`config.mk`:
```
export PLATFORM = sky130hd
export DESIGN_NAME = priority_decoder_flat
export DESIGN_NICKNAME = d
export VERILOG_FILES = /design/src/rtl/priority_decoder_pkg.sv /design/src/rtl/priority_decoder_if.sv /design/src/rtl/priority_decoder_code_qualifier.sv /design/src/rtl/priority_decoder.sv /design/src/flat_wrapper.sv
export SDC_FILE = /design/constraint.sdc
export NUM_CORES = 1
export LEC_CHECK = 0
export ABC_AREA = 1
export ABC_CLOCK_PERIOD_IN_PS = 1420
export CAP_MARGIN = 0
export CELL_PAD_IN_SITES_DETAIL_PLACEMENT = 0
export CELL_PAD_IN_SITES_GLOBAL_PLACEMENT = 2
export CORE_MARGIN = 3
export CORE_UTILIZATION = 27
export CTS_CLUSTER_DIAMETER = 200
export DETAILED_ROUTE_END_ITERATION = 8
export PLACE_DENSITY_LB_ADDON = 0.1
export SYNTH_ARGS = -nofsm -noshare
export SYNTH_HDL_FRONTEND = slang
export SYNTH_SLANG_ARGS = --single-unit
```
`constraint.sdc`:
```
create_clock -name clk -period 1.42 [get_ports clk]
set_input_delay 0.213 -clock clk [delete_from_list [all_inputs] [get_ports clk]]
set_output_delay 0.213 -clock clk [all_outputs]
set_load 0.01 [all_outputs]
```
`src/rtl/priority_decoder_pkg.sv`:
```
// Shared constants, FSM states and decode helpers for the priority
// encoder/decoder pair.
package prio_pkg;

    localparam int CODE_W   = 8;
    localparam int ONEHOT_W = 16;
    localparam int IDX_W    = 4;

    localparam logic [CODE_W-1:0] CODE_NONE = 8'hF0;

    typedef enum logic [1:0] {
        IDLE,
        ACTIVE,
        HOLD
    } state_e;

    // Only 0x00..0x0F carry an index; 0xF0 and everything else mean none.
    function automatic logic is_index(input logic [CODE_W-1:0] c);
        return c[CODE_W-1:IDX_W] == '0;
    endfunction

    function automatic logic [ONEHOT_W-1:0] onehot(input logic [IDX_W-1:0] i);
        return ONEHOT_W'(1) << i;
    endfunction

endpackage

```
`src/rtl/priority_decoder_if.sv`:
```
// Pin-level bundle between the encoder link pads and the decoder.
// The decoder is the slave; the pad ring / bench is the master.
interface priority_decoder_if;
    import prio_pkg::*;

    logic              ena;
    logic [CODE_W-1:0] ui_in;
    logic [CODE_W-1:0] uio_in;
    logic [CODE_W-1:0] uo_out;
    logic [CODE_W-1:0] uio_out;
    logic [CODE_W-1:0] uio_oe;

    modport master (
        output ena, ui_in, uio_in,
        input  uo_out, uio_out, uio_oe
    );

    modport slave (
        input  ena, ui_in, uio_in,
        output uo_out, uio_out, uio_oe
    );

endinterface

```
`src/rtl/priority_decoder_code_qualifier.sv`:
```
// Two-flop synchronizer plus debounce counter; emits a one-cycle
// acceptance pulse once per stable run of DEBOUNCE identical samples.
module code_qualifier
    import prio_pkg::*;
#(
    parameter int DEBOUNCE = 3
) (
    input  logic              clk,
    input  logic              rst_n,
    input  logic              ena,
    input  logic [CODE_W-1:0] code_in,
    output logic              acc_valid,
    output logic [CODE_W-1:0] acc_code
);

    logic [CODE_W-1:0] s1;
    logic [CODE_W-1:0] s2;
    logic [CODE_W-1:0] cand;
    logic [7:0]        cnt;
    logic              same;

    assign same = (s2 == cand);

    // Pulse is high in the cycle before the edge where cnt hits DEBOUNCE.
    always_comb begin
        acc_valid = 1'b0;
        if (ena) begin
            if (same) acc_valid = (cnt == 8'(DEBOUNCE - 1));
            else      acc_valid = (DEBOUNCE == 1);
        end
    end

    assign acc_code = s2;

    always_ff @(posedge clk or negedge rst_n) begin
        if (!rst_n) begin
            s1   <= CODE_NONE;
            s2   <= CODE_NONE;
            cand <= CODE_NONE;
            cnt  <= '0;
        end else if (ena) begin
            s1 <= code_in;
            s2 <= s1;
            if (!same) begin
                cand <= s2;
                cnt  <= 8'd1;
            end else if (cnt != 8'(DEBOUNCE)) begin
                cnt <= cnt + 8'd1;
            end
        end
    end

endmodule

```
`src/rtl/priority_decoder.sv`:
```
// Regenerates the 16-bit one-hot request vector from the encoder code.
// Optional pulse stretching is built when PRIO_DEC_STRETCH_EN is defined.
module priority_decoder
    import prio_pkg::*;
#(
    parameter int DEBOUNCE = 3,
    parameter int STRETCH  = 8
) (
    input  logic               clk,
    input  logic               rst_n,
    priority_decoder_if.slave  bus
);

    logic                acc_valid;
    logic [CODE_W-1:0]   acc_code;
    state_e              state;
    logic [ONEHOT_W-1:0] onehot_q;
    logic [CODE_W-1:0]   oe_q;
    logic                unused_uio;

    assign unused_uio = ^bus.uio_in;

    code_qualifier #(
        .DEBOUNCE (DEBOUNCE)
    ) u_qual (
        .clk       (clk),
        .rst_n     (rst_n),
        .ena       (bus.ena),
        .code_in   (bus.ui_in),
        .acc_valid (acc_valid),
        .acc_code  (acc_code)
    );

`ifdef PRIO_DEC_STRETCH_EN
    logic [7:0]        scnt;
    logic              pend_vld;
    logic [CODE_W-1:0] pend_code;
    logic              nxt_vld;
    logic [CODE_W-1:0] nxt_code;

    // An acceptance on the expiry edge is newer than anything pending.
    assign nxt_vld  = acc_valid | pend_vld;
    assign nxt_code = acc_valid ? acc_code : pend_code;
`endif

    always_ff @(posedge clk or negedge rst_n) begin
        if (!rst_n) begin
            state    <= IDLE;
            onehot_q <= '0;
`ifdef PRIO_DEC_STRETCH_EN
            scnt      <= '0;
            pend_vld  <= 1'b0;
            pend_code <= CODE_NONE;
`endif
        end else if (bus.ena) begin
            unique case (state)
                IDLE, ACTIVE: begin
                    if (acc_valid && is_index(acc_code)) begin
                        onehot_q <= onehot(acc_code[IDX_W-1:0]);
`ifdef PRIO_DEC_STRETCH_EN
                        state <= HOLD;
                        scnt  <= 8'(STRETCH);
`else
                        state <= ACTIVE;
`endif
                    end else if (acc_valid) begin
                        state    <= IDLE;
                        onehot_q <= '0;
                    end
                end
`ifdef PRIO_DEC_STRETCH_EN
                HOLD: begin
                    if (scnt != 8'd1) begin
                        scnt <= scnt - 8'd1;
                        if (acc_valid) begin
                            pend_vld  <= 1'b1;
                            pend_code <= acc_code;
                        end
                    end else begin
                        pend_vld <= 1'b0;
                        if (nxt_vld && is_index(nxt_code)) begin
                            onehot_q <= onehot(nxt_code[IDX_W-1:0]);
                            scnt     <= 8'(STRETCH);
                        end else if (nxt_vld) begin
                            state    <= IDLE;
                            onehot_q <= '0;
                        end else begin
                            state <= ACTIVE;
                        end
                    end
                end
`endif
                default: begin
                    state    <= IDLE;
                    onehot_q <= '0;
                end
            endcase
        end
    end

    // IO enables come up on the first edge out of reset, regardless of ena.
    always_ff @(posedge clk or negedge rst_n) begin
        if (!rst_n) oe_q <= '0;
        else        oe_q <= 8'hFF;
    end

    assign bus.uo_out  = onehot_q[15:8];
    assign bus.uio_out = onehot_q[7:0];
    assign bus.uio_oe  = oe_q;

endmodule

```
`src/flat_wrapper.sv`:
```
// flat-port wrapper written by rule: the top's interface ports become plain ports
module priority_decoder_flat import prio_pkg::*;
#(
    parameter int DEBOUNCE = 3,
    parameter int STRETCH  = 8
)
  (clk, rst_n, bus_ena, bus_ui_in, bus_uio_in, bus_uo_out, bus_uio_out, bus_uio_oe);
  priority_decoder_if bus_i ();
  input  logic clk;
  input  logic rst_n;
  input wire logic [$bits(bus_i.ena)-1:0] bus_ena;
  input wire logic [$bits(bus_i.ui_in)-1:0] bus_ui_in;
  input wire logic [$bits(bus_i.uio_in)-1:0] bus_uio_in;
  output wire logic [$bits(bus_i.uo_out)-1:0] bus_uo_out;
  output wire logic [$bits(bus_i.uio_out)-1:0] bus_uio_out;
  output wire logic [$bits(bus_i.uio_oe)-1:0] bus_uio_oe;
  assign bus_i.ena = bus_ena;
  assign bus_i.ui_in = bus_ui_in;
  assign bus_i.uio_in = bus_uio_in;
  assign bus_uo_out = bus_i.uo_out;
  assign bus_uio_out = bus_i.uio_out;
  assign bus_uio_oe = bus_i.uio_oe;
  priority_decoder #(.DEBOUNCE(DEBOUNCE), .STRETCH(STRETCH)) u_core (.clk(clk), .rst_n(rst_n), .bus(bus_i));
endmodule
```
# Yosys cells after proc, flatten, opt, wreduce, memory -nomap -nowiden
# Cells that the tools add are included.
# op_classes
n_addsub	1
n_reduce_logical	7
muxes	10
eq_ne	6
shifts	1
bitwise	1
# ops
cell	n
two-way mux 16 bit	3
two-way mux 8 bit	2
left shift 1 x 4 -> 16 bit (first input constant)	1
adder 8 x 1 -> 8 bit (second input constant)	1
equality test 8 x 2 -> 1 bit (second input constant)	1
equality test 8 bit	1
inequality test 8 x 2 -> 1 bit (second input constant)	1
two-way mux 2 bit	3
AND reduction 2 bit	3
logical NOT 4 bit	1
inequality test 3 x 1 -> 1 bit (second input constant)	1
equality test 2 x 1 -> 1 bit (second input constant)	1
logical NOT 2 bit	1
two-way mux 1 bit	2
inequality test 2 x 1 -> 1 bit (second input constant)	1
OR reduction 2 bit	1
logical AND 1 bit	1
NOT 1 bit	1
# totals
out_inout_bits	24
inputBits	19
regBits	51

# Logic depth before layout (Yosys ltp)
# logic_depth
word_depth	6
ltp_mapped	11
ltp_nobuf	9

# Hierarchy
# Synthesis repeated with hierarchy kept, for this count alone.
# hier_totals
hier_cells	321
area_unflattened_um2	2544.9
# modules_own_cells
mod	cells_per_inst	area_per_inst_um2	seq_area_each_um2	instances
code_qualifier	208	1699.1	815.8	1
priority_decoder	113	845.8	425.4	1

# Worst setup path before layout
# OpenSTA, ideal clock, no wires.
# synth_path
path_type	flip-flop to flip-flop
from	register u_core.u_qual.s2[7], in the netlist u_core.u_qual.acc_code[7]
to	register u_core.onehot_q[10]
t_arrival_ns	1.392
synth_period_minus_slack_ns	1.510
path_slack_ns	-0.090
setup_time_ns	0.118
required_time_ns	1.302
stages_incl_launch_ff	11
path_buffers	1
path_cell_list	dfstp_2 > inv_2 > nand2_1 > nand2_1 > nor2_1 > nand2_2 > nor2_8 > nand2_4 > buf_6 > nand2_1 > nand2_1
# synth_via
elab_chain_len	6
word_cells_on_any_way	9
# synth_rtl
element	line_no	source
from (decl)	priority_decoder_code_qualifier.sv:17	logic [CODE_W-1:0] s2;
from (signal assigned)	priority_decoder_code_qualifier.sv:38	s2 <= CODE_NONE;
from (signal assigned)	priority_decoder_code_qualifier.sv:43	s2 <= s1;
equality test 8 bit	priority_decoder_code_qualifier.sv:22	assign same = (s2 == cand);
two-way mux 1 bit	priority_decoder_code_qualifier.sv:28	if (same) acc_valid = (cnt == 8'(DEBOUNCE - 1));
two-way mux 1 bit	priority_decoder_code_qualifier.sv:27	if (ena) begin
logical AND 1 bit	priority_decoder.sv:58	if (acc_valid && is_index(acc_code)) begin
inequality test 3 x 1 -> 1 bit (no line) / two-way mux 16 bit (equally long branches)	n/a	
AND reduction 2 bit (no line) / two-way mux 16 bit (equally long branches)	n/a	
to (signal assigned)	priority_decoder.sv:59	onehot_q <= onehot(acc_code[IDX_W-1:0]);
to (decl)	priority_decoder.sv:17	logic [ONEHOT_W-1:0] onehot_q;
# Several ways; a longest one is shown, not always the timed one.
# A chain may end at the register's enable or synchronous reset.

# Worst setup path after layout
# layout_path
from	register u_core.u_qual.cand[7]
to	register u_core.u_qual.cand[6]
# layout_via
elab_chain_len	3
# layout_rtl
element	line_no	source
from (decl)	priority_decoder_code_qualifier.sv:18	logic [CODE_W-1:0] cand;
from (signal assigned)	priority_decoder_code_qualifier.sv:39	cand <= CODE_NONE;
from (signal assigned)	priority_decoder_code_qualifier.sv:45	cand <= s2;
equality test 8 bit	priority_decoder_code_qualifier.sv:22	
NOT 1 bit (no line)	n/a	
AND reduction 2 bit (no line)	n/a	
# Every way passes these cells.

==> flow_summary.ini <==
[timing]
fin_crit_ps = 1576
final-max-slew-violation-count = 0
skew_ps = 6.772
layout_worst_path_cycle_share_pct = 111.0
grt_setup_unrepaired = true
timing.final.ws_setup_ps = -156.1
timing_hold_violations_final = 0
finalSetupViolations = 40
tns_ps = -4336
timing.fmax_mhz = 634.5

[layout]
num-fill-cells = 939
mostFrequentLayoutCell = nand2_1
sequential_cell_area_mm2 = 0.001241
layout.cells.most_common_list = nand2_1, buf_4, dfrtp_1, nand2_2, nor2_1
nets = 420
n_antenna_cell = 0
drive_gt1_share_pct = 34.50
multiInputGateArea_mm2 = 0.001171
final_area_mm2 = 0.003607
syn_to_final_growth_pct = 45.61

[floorplan]
start_util_pct = 28.13
die_height_um = 101.8
io-pin-count = 43
dieArea_mm2 = 0.01036
core_area_mm2 = 0.008806
fp-row-count = 34
die_w_um = 101.8

[grt]
via_count_of_the_first_global_routing_pass = 2075
antenna_found_initial = 0
maximum_number_of_pins_on_one_net_before_global_route_repair = 50
gr_util_all_layers_pct = 12.51
grt_first_pass_wirelength_um = 10210
grt_remaining_overflow = 0

[clock_network]
cts_buffers = 5
clock_path_buffers = 2
master_cell_of_the_clock_root_buffer = clkbuf_8
cts.reportedPaths.clkPinSlew_ps = 100
worstSkewPairLatency_ps = 300
cts-htree-levels = 2
cts.sink_count = 49
cts_tree = yes

[routing]
detail_route.first_pass.iterations = 4
post_drt_wl_per_cell_um = 12.34
drt_via_density = 4.337
detailedRoute.firstIterationViolations = 90
via_count = 2203
drc_violations_left = 0
total_wire_length_after_detailed_routing_um = 6270
drtAntennaViolNets = 0

[placed_design]
place_congestion = 0.6814
post-dp-hpwl_um = 4057
detailed_place.area_mm2 = 0.003154
port_buffer_cells = 34

[worst_setup_path]
critical_path.most_common_cell = nand2_2
worst-endpoint-required_ps = 1670
crit_path_cell_trace = inv_2 > nand2_2 > nand2_2 > nor2_2 > nand2_2 > buf_6 > o21ai_4 > buf_6 > nand2_2 > nand2_1
worstPathArrival_ps = 1820
critPathKind = reg2reg
crit_path_end_kind = flop
slowest_stage = dfstp_2
setup.worst_path.start_class = flop
worst_path_largest_cell_delay_ps = 560
crit_path_max_fanout = 4

[synth]
synthCells = 316
synth-seq-area-share_pct = 50.10
syn_area_per_cell_um2 = 7.840
synthesized_nets = 337
netlist_area_mm2 = 0.002477
synth-warning-count = 0
synth.distinct_cells = 27
synth_seq_cells = 49

[hold_path]
min-delay-path-class = in2reg

[run_status]
status = finished, violations left
failed_checks = negative setup slack

[pwr]
leakagePower_nw = 1.877
power_per_cell_area_mw_per_mm2 = 923.4
max-vdd-ir-drop_v = 0.0003609

[flow_run]
cap_violations = 0
## metrics by stage
| stage | worst slack (ps) | power, mW | instances | hold slack (ps) | util (%) |
|---|---|---|---|---|---|
| CTS | -159.1 | 3.338 | 506 | 398.5 | 40.10 |
| global route | -252.6 | 3.534 | 508 | 418.0 | 40.96 |
| global placement | -285.4 | 2.207 | 482 | 228.5 | 35.82 |
| floorplan | -73.25 | 1.926 | 316 | -82.59 | - |
| finish | -156.1 | 3.331 | 508 | 409.4 | 40.96 |
| detailed placement | -315.8 | 2.207 | 482 | 228.6 | 35.82 |
## registers in the layout (all words and copies together) (netlist names)
| name | cells |
|---|---|
| u_core.bus.uio_oe | 1 |
| u_core.u_qual.cand | 8 |
| u_core.u_qual.acc_code | 8 |
| u_core.onehot_q | 16 |
| u_core.u_qual.s1 | 8 |
| u_core.u_qual.cnt | 8 |
## synth_stat cells, drive strengths merged
cell type  number  area [µm²]
clkbuf          1       3.750
xor2            1       8.760
inv            24       90.09
buf            16       122.6
o21ai          12       63.81
conb            1       3.750
nand3          16       80.08
o21bai          1       7.510
nand4          17       106.4
clkinv          1       3.750
nand2         134       515.5
nor4            3       25.02
dfrtp          37       925.9
nor3            1       5.000
dfstp          12       315.3
ha              2       25.02
nor2           37       175.2
## power by group
part | total, mW | switching [mW] | internal, mW
Sequential | 1.59 | 0.0754 | 1.51
Combinational | 0.810 | 0.416 | 0.394
Clock | 0.934 | 0.492 | 0.442
Total | 3.33 | 0.984 | 2.35
## critical path, delay by kind of cell, from the launching register on
family,cells,cell delay (ps)
DFF,1,560
AOI/OAI and AO/OA,1,190
and+or+nand+nor,6,420
buffers and inverters,3,340
## per-layer routing
metal | part of all wire [%] | global-route usage, % | wire length, µm | vias to the layer above
li1 | - | - | - | 1160
met1 | 52 | 18.73 | 3267 | 996
met2 | 44 | 18.61 | 2741 | 45
met3 | 3.6 | 2.273 | 226 | 2
met4 | 0.56 | 3.067 | 35 | 0
met5 | 0 | 0 | 0 | -
## path summary, 6_finish.rpt
check                                           start                    end  slack, ps  cells past startpoint
worst max-delay path            u_core.u_qual.cand[7]  u_core.u_qual.cand[6]       -160                     10
min in group asynchronous                       rst_n   u_core.u_qual.cnt[6]        420                      3
worst min-delay path                     bus_ui_in[7]    u_core.u_qual.s1[7]        410                      3
max in group asynchronous                       rst_n    u_core.u_qual.s1[7]        700                      3
worst max register to register  u_core.u_qual.cand[7]  u_core.u_qual.cand[6]       -160                     10
worst min register to register    u_core.u_qual.s1[6]    u_core.u_qual.s1[6]        460                      2
## layout make-up
type / count / share of cell area (%)
Clock buffer: 7 / 2.671
Timing Repair Buffer: 93 / 23.97
Multi-Input combinational cell: 225 / 32.47
Inverter: 25 / 2.601
Clock inverter: 1 / 0.1387
Tap cell: 108 / 3.746
Sequential cell: 49 / 34.41
## cells by family (layout without fill, tap and decap cells)
family | after synthesis | count (layout) | share of synthesized area [%]
other | 1 | 1 | 0.1514
AND/OR/NAND/NOR | 208 | 208 | 36.62
AO/OA/AOI/OAI | 13 | 13 | 2.879
XOR/XNOR | 1 | 1 | 0.3536
buffers and inverters | 42 | 126 | 8.888
adder cells (fa/ha/maj) | 2 | 2 | 1.010
flip-flops | 49 | 49 | 50.10
## repair_timing
action / 4_1_cts / 5_1_grt
setup endpoints to repair: 54 / 42
gates cloned: 1 / 2
buffers inserted: 14 / 2
endpoints found under the hold margin: 37 / 0
gates resized for setup: 50 / 31
hold buffers: 1 / 0
pin swaps: 22 / 14
Note: power is estimated with default switching activity, not from simulation.
